## config.mk

```make
export PLATFORM = sky130hd
export DESIGN_NAME = dmem_block_mover
export DESIGN_NICKNAME = d
export VERILOG_FILES = /design/src/rtl/dmem_block_mover.sv
export SDC_FILE = /design/constraint.sdc
export NUM_CORES = 1
export LEC_CHECK = 0
export CAP_MARGIN = 20
export CORE_ASPECT_RATIO = 1.25
export CORE_MARGIN = 8
export CORE_UTILIZATION = 45
export CTS_CLUSTER_DIAMETER = 150
export DETAILED_ROUTE_END_ITERATION = 16
export PLACE_DENSITY_LB_ADDON = 0.05
export SLEW_MARGIN = 20
export SYNTH_ARGS = -nofsm -noshare
export SYNTH_HDL_FRONTEND = slang
export SYNTH_SLANG_ARGS = --single-unit
```

## constraint.sdc

```tcl
create_clock -name clk -period 3.2 [get_ports clk]
set_clock_uncertainty 0.05 [all_clocks]
set_input_delay 0.64 -clock clk [delete_from_list [all_inputs] [get_ports clk]]
set_output_delay 0.64 -clock clk [all_outputs]
set_load 0.01 [all_outputs]
```

## src/rtl/dmem_block_mover.sv

```systemverilog
// Block copy / constant fill engine that masters the data-memory port while the CPU stalls on busy.
// Latency: copy 2N+1 cycles, fill N+1, zero length 1; no backpressure, start is ignored while busy.
module dmem_block_mover #(
  parameter int ADDR_W = 8,
  parameter int DATA_W = 8,
  parameter int LEN_W  = 9
) (
  input  logic              clk,
  input  logic              rst_n,
  input  logic              start,
  input  logic              mode,
  input  logic [ADDR_W-1:0] src_addr,
  input  logic [ADDR_W-1:0] dst_addr,
  input  logic [LEN_W-1:0]  length,
  input  logic [DATA_W-1:0] fill_data,
  output logic              busy,
  output logic              done,
  output logic [ADDR_W-1:0] mem_address,
  output logic [DATA_W-1:0] mem_write_data,
  output logic              mem_write,
  output logic              mem_read,
  input  logic [DATA_W-1:0] mem_read_data
);

  localparam logic [1:0] S_IDLE = 2'd0;
  localparam logic [1:0] S_RD   = 2'd1;
  localparam logic [1:0] S_WR   = 2'd2;
  localparam logic [1:0] S_FIN  = 2'd3;

  localparam logic [LEN_W-1:0] MAX_LEN = LEN_W'(1) << ADDR_W;

  logic [1:0]        state;
  logic [ADDR_W-1:0] src_q;
  logic [ADDR_W-1:0] dst_q;
  logic              mode_q;
  logic [DATA_W-1:0] fill_q;
  logic [DATA_W-1:0] data_q;
  logic [LEN_W-1:0]  len_q;
  logic [LEN_W-1:0]  idx;
  logic [LEN_W-1:0]  idx_nxt;

  assign idx_nxt = idx + LEN_W'(1);

  always_ff @(posedge clk or negedge rst_n) begin
    if (!rst_n) begin
      state  <= S_IDLE;
      src_q  <= '0;
      dst_q  <= '0;
      mode_q <= 1'b0;
      fill_q <= '0;
      data_q <= '0;
      len_q  <= '0;
      idx    <= '0;
    end else begin
      case (state)
        S_IDLE: begin
          if (start) begin
            src_q  <= src_addr;
            dst_q  <= dst_addr;
            mode_q <= mode;
            fill_q <= fill_data;
            len_q  <= (length > MAX_LEN) ? MAX_LEN : length;
            idx    <= '0;
            if (length == '0)
              state <= S_FIN;
            else if (mode)
              state <= S_WR;
            else
              state <= S_RD;
          end
        end
        S_RD: begin
          data_q <= mem_read_data;
          state  <= S_WR;
        end
        S_WR: begin
          idx <= idx_nxt;
          // Ascending byte-at-a-time order: overlapping copies re-read freshly written bytes.
          if (idx_nxt == len_q)
            state <= S_FIN;
          else
            state <= mode_q ? S_WR : S_RD;
        end
        S_FIN:   state <= S_IDLE;
        default: state <= S_IDLE;
      endcase
    end
  end

  // Outputs decode from state only, so async reset drops mem_write without a clock edge.
  always_comb begin
    busy           = 1'b0;
    done           = 1'b0;
    mem_address    = '0;
    mem_write_data = '0;
    mem_write      = 1'b0;
    mem_read       = 1'b0;
    case (state)
      S_RD: begin
        busy        = 1'b1;
        mem_read    = 1'b1;
        mem_address = src_q + idx[ADDR_W-1:0];
      end
      S_WR: begin
        busy           = 1'b1;
        mem_write      = 1'b1;
        mem_address    = dst_q + idx[ADDR_W-1:0];
        mem_write_data = mode_q ? fill_q : data_q;
      end
      S_FIN: begin
        busy = 1'b1;
        done = 1'b1;
      end
      default: ;
    endcase
  end

endmodule

```

==> results of run 1 <==
cell usage in the layout (no fill, tap or decap), types with 4 or more instances in the layout:
cell type and n:
clkdlybuf4s50_1 56, dfrtp_1 53, mux2_2 38, buf_4 25, nand2_1 23, o21ai_0 14, nand2b_1 11, xnor2_1 11
mux2i_1 11, nor2_1 10, nor2b_1 10, inv_1 8, ha_1 8, nor3_1 7, a22o_1 6, clkbuf_8 6
buf_2 6, and2_1 5, xor2_1 5, nand3_1 5, a21o_1 4, ha_4 4
cells by family after synthesis:
group | synth area share (%)
DFF | 43.5
and+or+nand+nor | 14.2
buffers and inverters | 3.20
muxes | 18.7
AOI/OAI and AO/OA | 9.65
adders and majority gates | 5.58
xor gates and xnor gates | 5.13
per-stage QoR:
step | setup TNS, ns | util, % | hold slack (ns) | instances
4_1_cts | -0.403 | 62.8 | 0.290 | 455
3_3_place_gp | -0.912 | 60.1 | 0.434 | 442
5_1_grt | -1.35 | 63.0 | 0.305 | 456
3_5_place_dp | -1.17 | 60.1 | 0.441 | 442
2_1_floorplan | 0 | - | 0.294 | 283
6_report | -0.501 | 63.0 | 0.280 | 456
sequential cells by signal, indices dropped and copies added (netlist names):
| register | cells |
|---|---|
| idx | 9 |
| len_q | 9 |
| data_q | 8 |
| dst_q | 8 |
| fill_q | 8 |
| src_q | 8 |
| state | 2 |
| mode_q | 1 |
worst max-delay path, stage by stage (launching register included):
cell,delay [ns]
dfrtp_1,0.43
ha_4,0.18
buf_6,0.12
mux2_4,0.30
ha_4,0.16
inv_2,0.05
fa_2,0.20
nor2b_2,0.05
o21ai_2,0.12
nand2b_1,0.09
buf_4,0.14
buf_4,0.12
xor2_1,0.15
and2_1,0.15
buf_2,0.13
layout make-up:
class                           count  share of cell area (%)
Multi-Input combinational cell    207                    41.4
Sequential cell                    53                    32.1
Timing Repair Buffer               91                    20.0
Tap cell                           87                    2.63
Clock buffer                        6                    2.00
Clock inverter                      2                   0.908
Inverter                           10                   0.908
path summary, 6_finish.rpt:
check | start | to | slack [ns]
worst min-delay path | rst_n | len_q[4] | 0.28
max in group asynchronous | rst_n | src_q[2] | 2.55
worst max register to register | state[1] | dst_q[6] | 0.96
min in group clk | data_q[0] | data_q[0] | 0.46
worst max-delay path | state[1] | mem_address[4] | -0.18
worst min register to register | data_q[0] | data_q[0] | 0.46
layer usage:
layer  global-route usage (%)  share of wire [%]  vias to the layer above
li1                         -                  -                     1153
met2                     26.3                 52                       48
met4                     5.48                1.9                        0
met1                     18.5                 41                     1116
met5                        0                  0                        -
met3                     3.95                4.7                       10
power groups by stage:
stage | clock [uW] | combinational [uW] | sequential (uW)
after floorplan | 0 | 1330 | 1100
after global placement | 0 | 2080 | 1180
after detailed placement | 0 | 2110 | 1180
after CTS | 495 | 2140 | 1170
after global routing | 524 | 2350 | 1210
final | 478 | 2130 | 1170
what timing repair did:
item / in CTS / in global routing
setup buffers: 5 / 1
setup endpoints to repair: 7 / 5
gates cloned: 0 / 0
pin swaps: 8 / 1
resized for setup: 30 / 1
==> impl_metrics.yaml, run 1 <==
outcome:
  status: "complete, but fails checks"
  violations: "setup timing"
clocking:
  htreeDepth: 2
  holdBufCountCts: 0
  clk_latency_ns: 0.31
  clock-sinks: 53
  cts_made_buffers: 5
  cts_tree: "done"
  clk_pin_slew_worst_paths_ns: 0.09
  cts-root-buf: "clkbuf_8"
  cts_buffer_depth: 2
floorplan:
  die_x_um: 89.6
  dieArea_um2: 9680
  die_h_um: 108
  initial_core_util_pct: 46.4
  core_um2: 6570
  ios: 65
  rows: 33
power_and_ir_drop:
  p_sw_uw: 1360
  pwr-share-comb_pct: 56.4
  power_leakage_uw: 0.00181
  p_clk_share_pct: 12.7
  p_int_uw: 2410
  power_density_nw_per_um2: 913
  vdd_drop_max_uv: 471
  total_power_uw: 3770
  power_frac_seq_pct: 30.9
  switching_share_pct: 36.1
routing:
  drt_first_iter_violations: 92
  wl_um: 6910
  drc_errors: 0
  wl_per_cell_um: 15.2
  vias_per_cell: 5.10
  via_count: 2327
  ant_nets: 0
  first_pass_iters: 4
worst_setup_path:
  crit_arrival_ns: 2.69
  start_kind: "flip-flop"
  rr_worst_depth: 7
  worstPathRequired_ns: 2.51
  cp_max_fo: 4
  end_kind: "output pin"
  criticalPathCategory: "reg -> out"
logic_synthesis:
  ys_top_cells_by_area: "dfrtp_1, mux2_2, ha_1"
  yosys.area.top_type: "dfrtp_1"
  synth_edf_count: 0
  yosys_warnings: 0
  yosys_register_bits: 53
  synthCells: 283
  synth_common_cells: "dfrtp_1, mux2_2, nand2_1, o21ai_0"
  async_reset_ff_share_pct: 100
  synth_ff_type: "dfrtp_1"
  netlist_area_um2: 3050
  yosysMostFrequentCell: "dfrtp_1"
  synth_nets: 341
  synth-seq-area-share_pct: 43.5
  syn_area_per_cell_um2: 10.8
  yosysTopAreaCellShare_pct: 43.5
  ys_types: 44
run:
  maxCapViolations: 0
sta:
  rsz0062_at_grt: "true"
  slew_headroom_pct: 49.9
  setup_ws_ns: -0.185
  fmax_mhz: 295
  setup_viol: 4
  drv_slew: 0
  fin_crit_sh_pct: 106
  tightest_slew_ns: 0.747
  fin_crit_ns: 3.38
  finalHoldViolCount: 0
grt:
  grt_pass1_wl_um: 11800
  grt_start_max_net_pins: 28
  grt_use_total_pct: 15.6
  grt_pass1_vias: 2534
  overflow: 0
  antenna_found_initial: 0
placed_design:
  place_congestion: 0.766
  post-place-ws_ns: -0.366
  dpl.hpwl_um: 5240
  port_buffers: 64
  post_dp_cell_area_um2: 3940
cells_and_area:
  fill_cells: 564
  multi_input_area_um2: 1710
  nets: 426
  final_area_um2: 4130
  layout.area.seq_um2: 1330
  antenna_cells: 0
  synthToLayoutAreaGrowth_pct: 35.6
  drive_gt1_share_pct: 27.9
hold_path:
  hold_path_class: "in -> async"
Power figures use the tool's default switching activity.
==> inputs of run 2 (changes only) <==
CORE_UTILIZATION = 40   (was 45)
SLEW_MARGIN = unset   (was 20)
TNS_END_PERCENT = 10   (was unset)
==> run 2 against run 1 <==
Against the previous run: the run still ends with setup timing left; register-to-register slack got worse by 0.07 ns; worst hold slack got worse by 0.094 ns; fmax increased by 0.60%; combinational power decreased by 3%; clock power increased by 12%; non-clock buffer count decreased by 4; first-iteration DRC count increased by 13%; highest routed layer unchanged.
==> impl_metrics.yaml, run 2 (synthesized netlist as in run 1, its figures left out) <==
worst_setup_path:
  criticalPathCategory: "reg -> out"
  cp_max_fo: 5
  reg2reg_setup_slack_ns: 0.89
  regToRegStartpoint: "idx[0]"
  r2r-end: "state[0]"
  worstSetupStartpoint: "state[0]"
  end_kind: "output pin"
  start_kind: "flip-flop"
  crit_arrival_ns: 2.67
  rr_worst_depth: 8
  worstPathRequired_ns: 2.51
cells_and_area:
  layout.area.seq_um2: 1330
  nets: 422
  final_area_um2: 4100
  synthToLayoutAreaGrowth_pct: 34.5
  largestRegisters: "idx: 9 flops, len_q: 9 flops"
  instances_no_fill: 457
  antenna_cells: 0
  fill_cells: 672
  final_common_cell: "clkdlybuf4s50_1"
  drive_gt1_share_pct: 26.3
  most-common-layout-cells: "clkdlybuf4s50_1, dfrtp_1, mux2_2"
  multi_input_area_um2: 1680
routing:
  ant_nets: 0
  wl_um: 7110
  first_pass_iters: 4
  drc_errors: 0
  wl_per_cell_um: 15.5
  vias_per_cell: 5.05
  via_count: 2309
  drt_first_iter_violations: 104
clocking:
  cts_made_buffers: 5
  cts_buffer_depth: 2
  cts_tree: "done"
  clk_pin_slew_worst_paths_ns: 0.10
  cts-root-buf: "clkbuf_8"
  clk_latency_ns: 0.31
  htreeDepth: 2
  clock-sinks: 53
grt:
  grt_use_total_pct: 14.0
  grt_pass1_wl_um: 12000
  overflow: 0
  antenna_found_initial: 0
  grt_pass1_vias: 2550
  grt_start_max_net_pins: 42
power_and_ir_drop:
  p_clk_share_pct: 14.3
  vdd_drop_max_uv: 403
  switching_share_pct: 35.4
  power_frac_seq_pct: 30.8
  pwr-share-comb_pct: 54.9
  p_int_uw: 2430
  p_sw_uw: 1330
  power_leakage_uw: 0.00180
  power_density_nw_per_um2: 916
floorplan:
  die_x_um: 94.1
  core_um2: 7400
  rows: 35
  die_h_um: 114
  ios: 65
  initial_core_util_pct: 41.2
  dieArea_um2: 10700
sta:
  fin_tns_setup_ns: -0.407
  fin_crit_ns: 3.36
  tightest_slew_ns: 0.646
  finalHoldViolCount: 0
  slew_headroom_pct: 56.7
  fin_crit_sh_pct: 105
  drv_slew: 0
  fmax_mhz: 297
  setup_viol: 4
  whs_ns: 0.186
  setup_ws_ns: -0.165
  rsz0062_at_grt: "true"
placed_design:
  place_congestion: 0.822
  post_dp_cell_area_um2: 3940
  dp_cells: 446
  dpl.hpwl_um: 5430
  port_buffers: 64
  post-place-ws_ns: -0.343
outcome:
  violations: "setup timing"
  status: "complete, but fails checks"
run:
  maxCapViolations: 0
hold_path:
  hold_path_class: "in -> async"
==> run 2: worst max path at each step <==
stage                     cells past startpoint  slack (ns)              to
after floorplan                              14       0.002  mem_address[6]
after global placement                       11       -0.30  mem_address[7]
after detailed placement                     14       -0.34  mem_address[6]
after CTS                                    11       -0.24  mem_address[7]
after global routing                         12       -0.28  mem_address[7]
final                                        14       -0.16  mem_address[6]
==> run 2: layout make-up <==
type | instances | share of cell area [%]
multi-input combinational | 207 | 41.1
tap | 92 | 2.81
inverter | 10 | 0.915
clock inverter | 3 | 1.59
clock buffer | 5 | 1.68
timing repair buffer | 87 | 19.6
sequential | 53 | 32.3
==> run 2: metrics by stage <==
step	power, uW	util, %
after floorplan	2430	-
after global routing	4080	55.4
after global placement	3260	53.3
after detailed placement	3280	53.3
final	3760	55.4
after CTS	3800	55.2
==> run 2: timing repair <==
item,4_1_cts,5_1_grt
pin swaps,4,6
gates resized for setup,22,4
endpoints found under the setup margin,7,5
hold buffers,0,0
buffers inserted,0,3
cloned,0,0
==> run 2: power by group through the flow <==
stage / logic (uW) / registers, uW / clock network, uW
CTS: 2080 / 1160 / 557
global placement: 2090 / 1170 / 0
global route: 2300 / 1200 / 583
floorplan: 1330 / 1100 / 0
finish: 2060 / 1150 / 537
detailed placement: 2110 / 1180 / 0
==> run 2: critical path, cell delays in order (launching register included) <==
cell and delay [ns]:
dfrtp_1 0.40, inv_2 0.08, ha_4 0.15, buf_6 0.12
mux2_4 0.31, ha_4 0.16, inv_2 0.05, fa_2 0.19
nor2b_2 0.04, o21ai_1 0.12, nand2b_1 0.09, a21o_1 0.17
a21oi_2 0.14, mux2i_2 0.20, buf_2 0.15
==> run 2: layer usage <==
metal  routed length [um]  vias up  global-route usage [%]
li1                     -     1146                       -
met1                 2970     1096                    16.0
met2                 3600       55                    24.0
met3                  412       12                    4.53
met4                  120        0                    4.14
met5                    0        -                       0
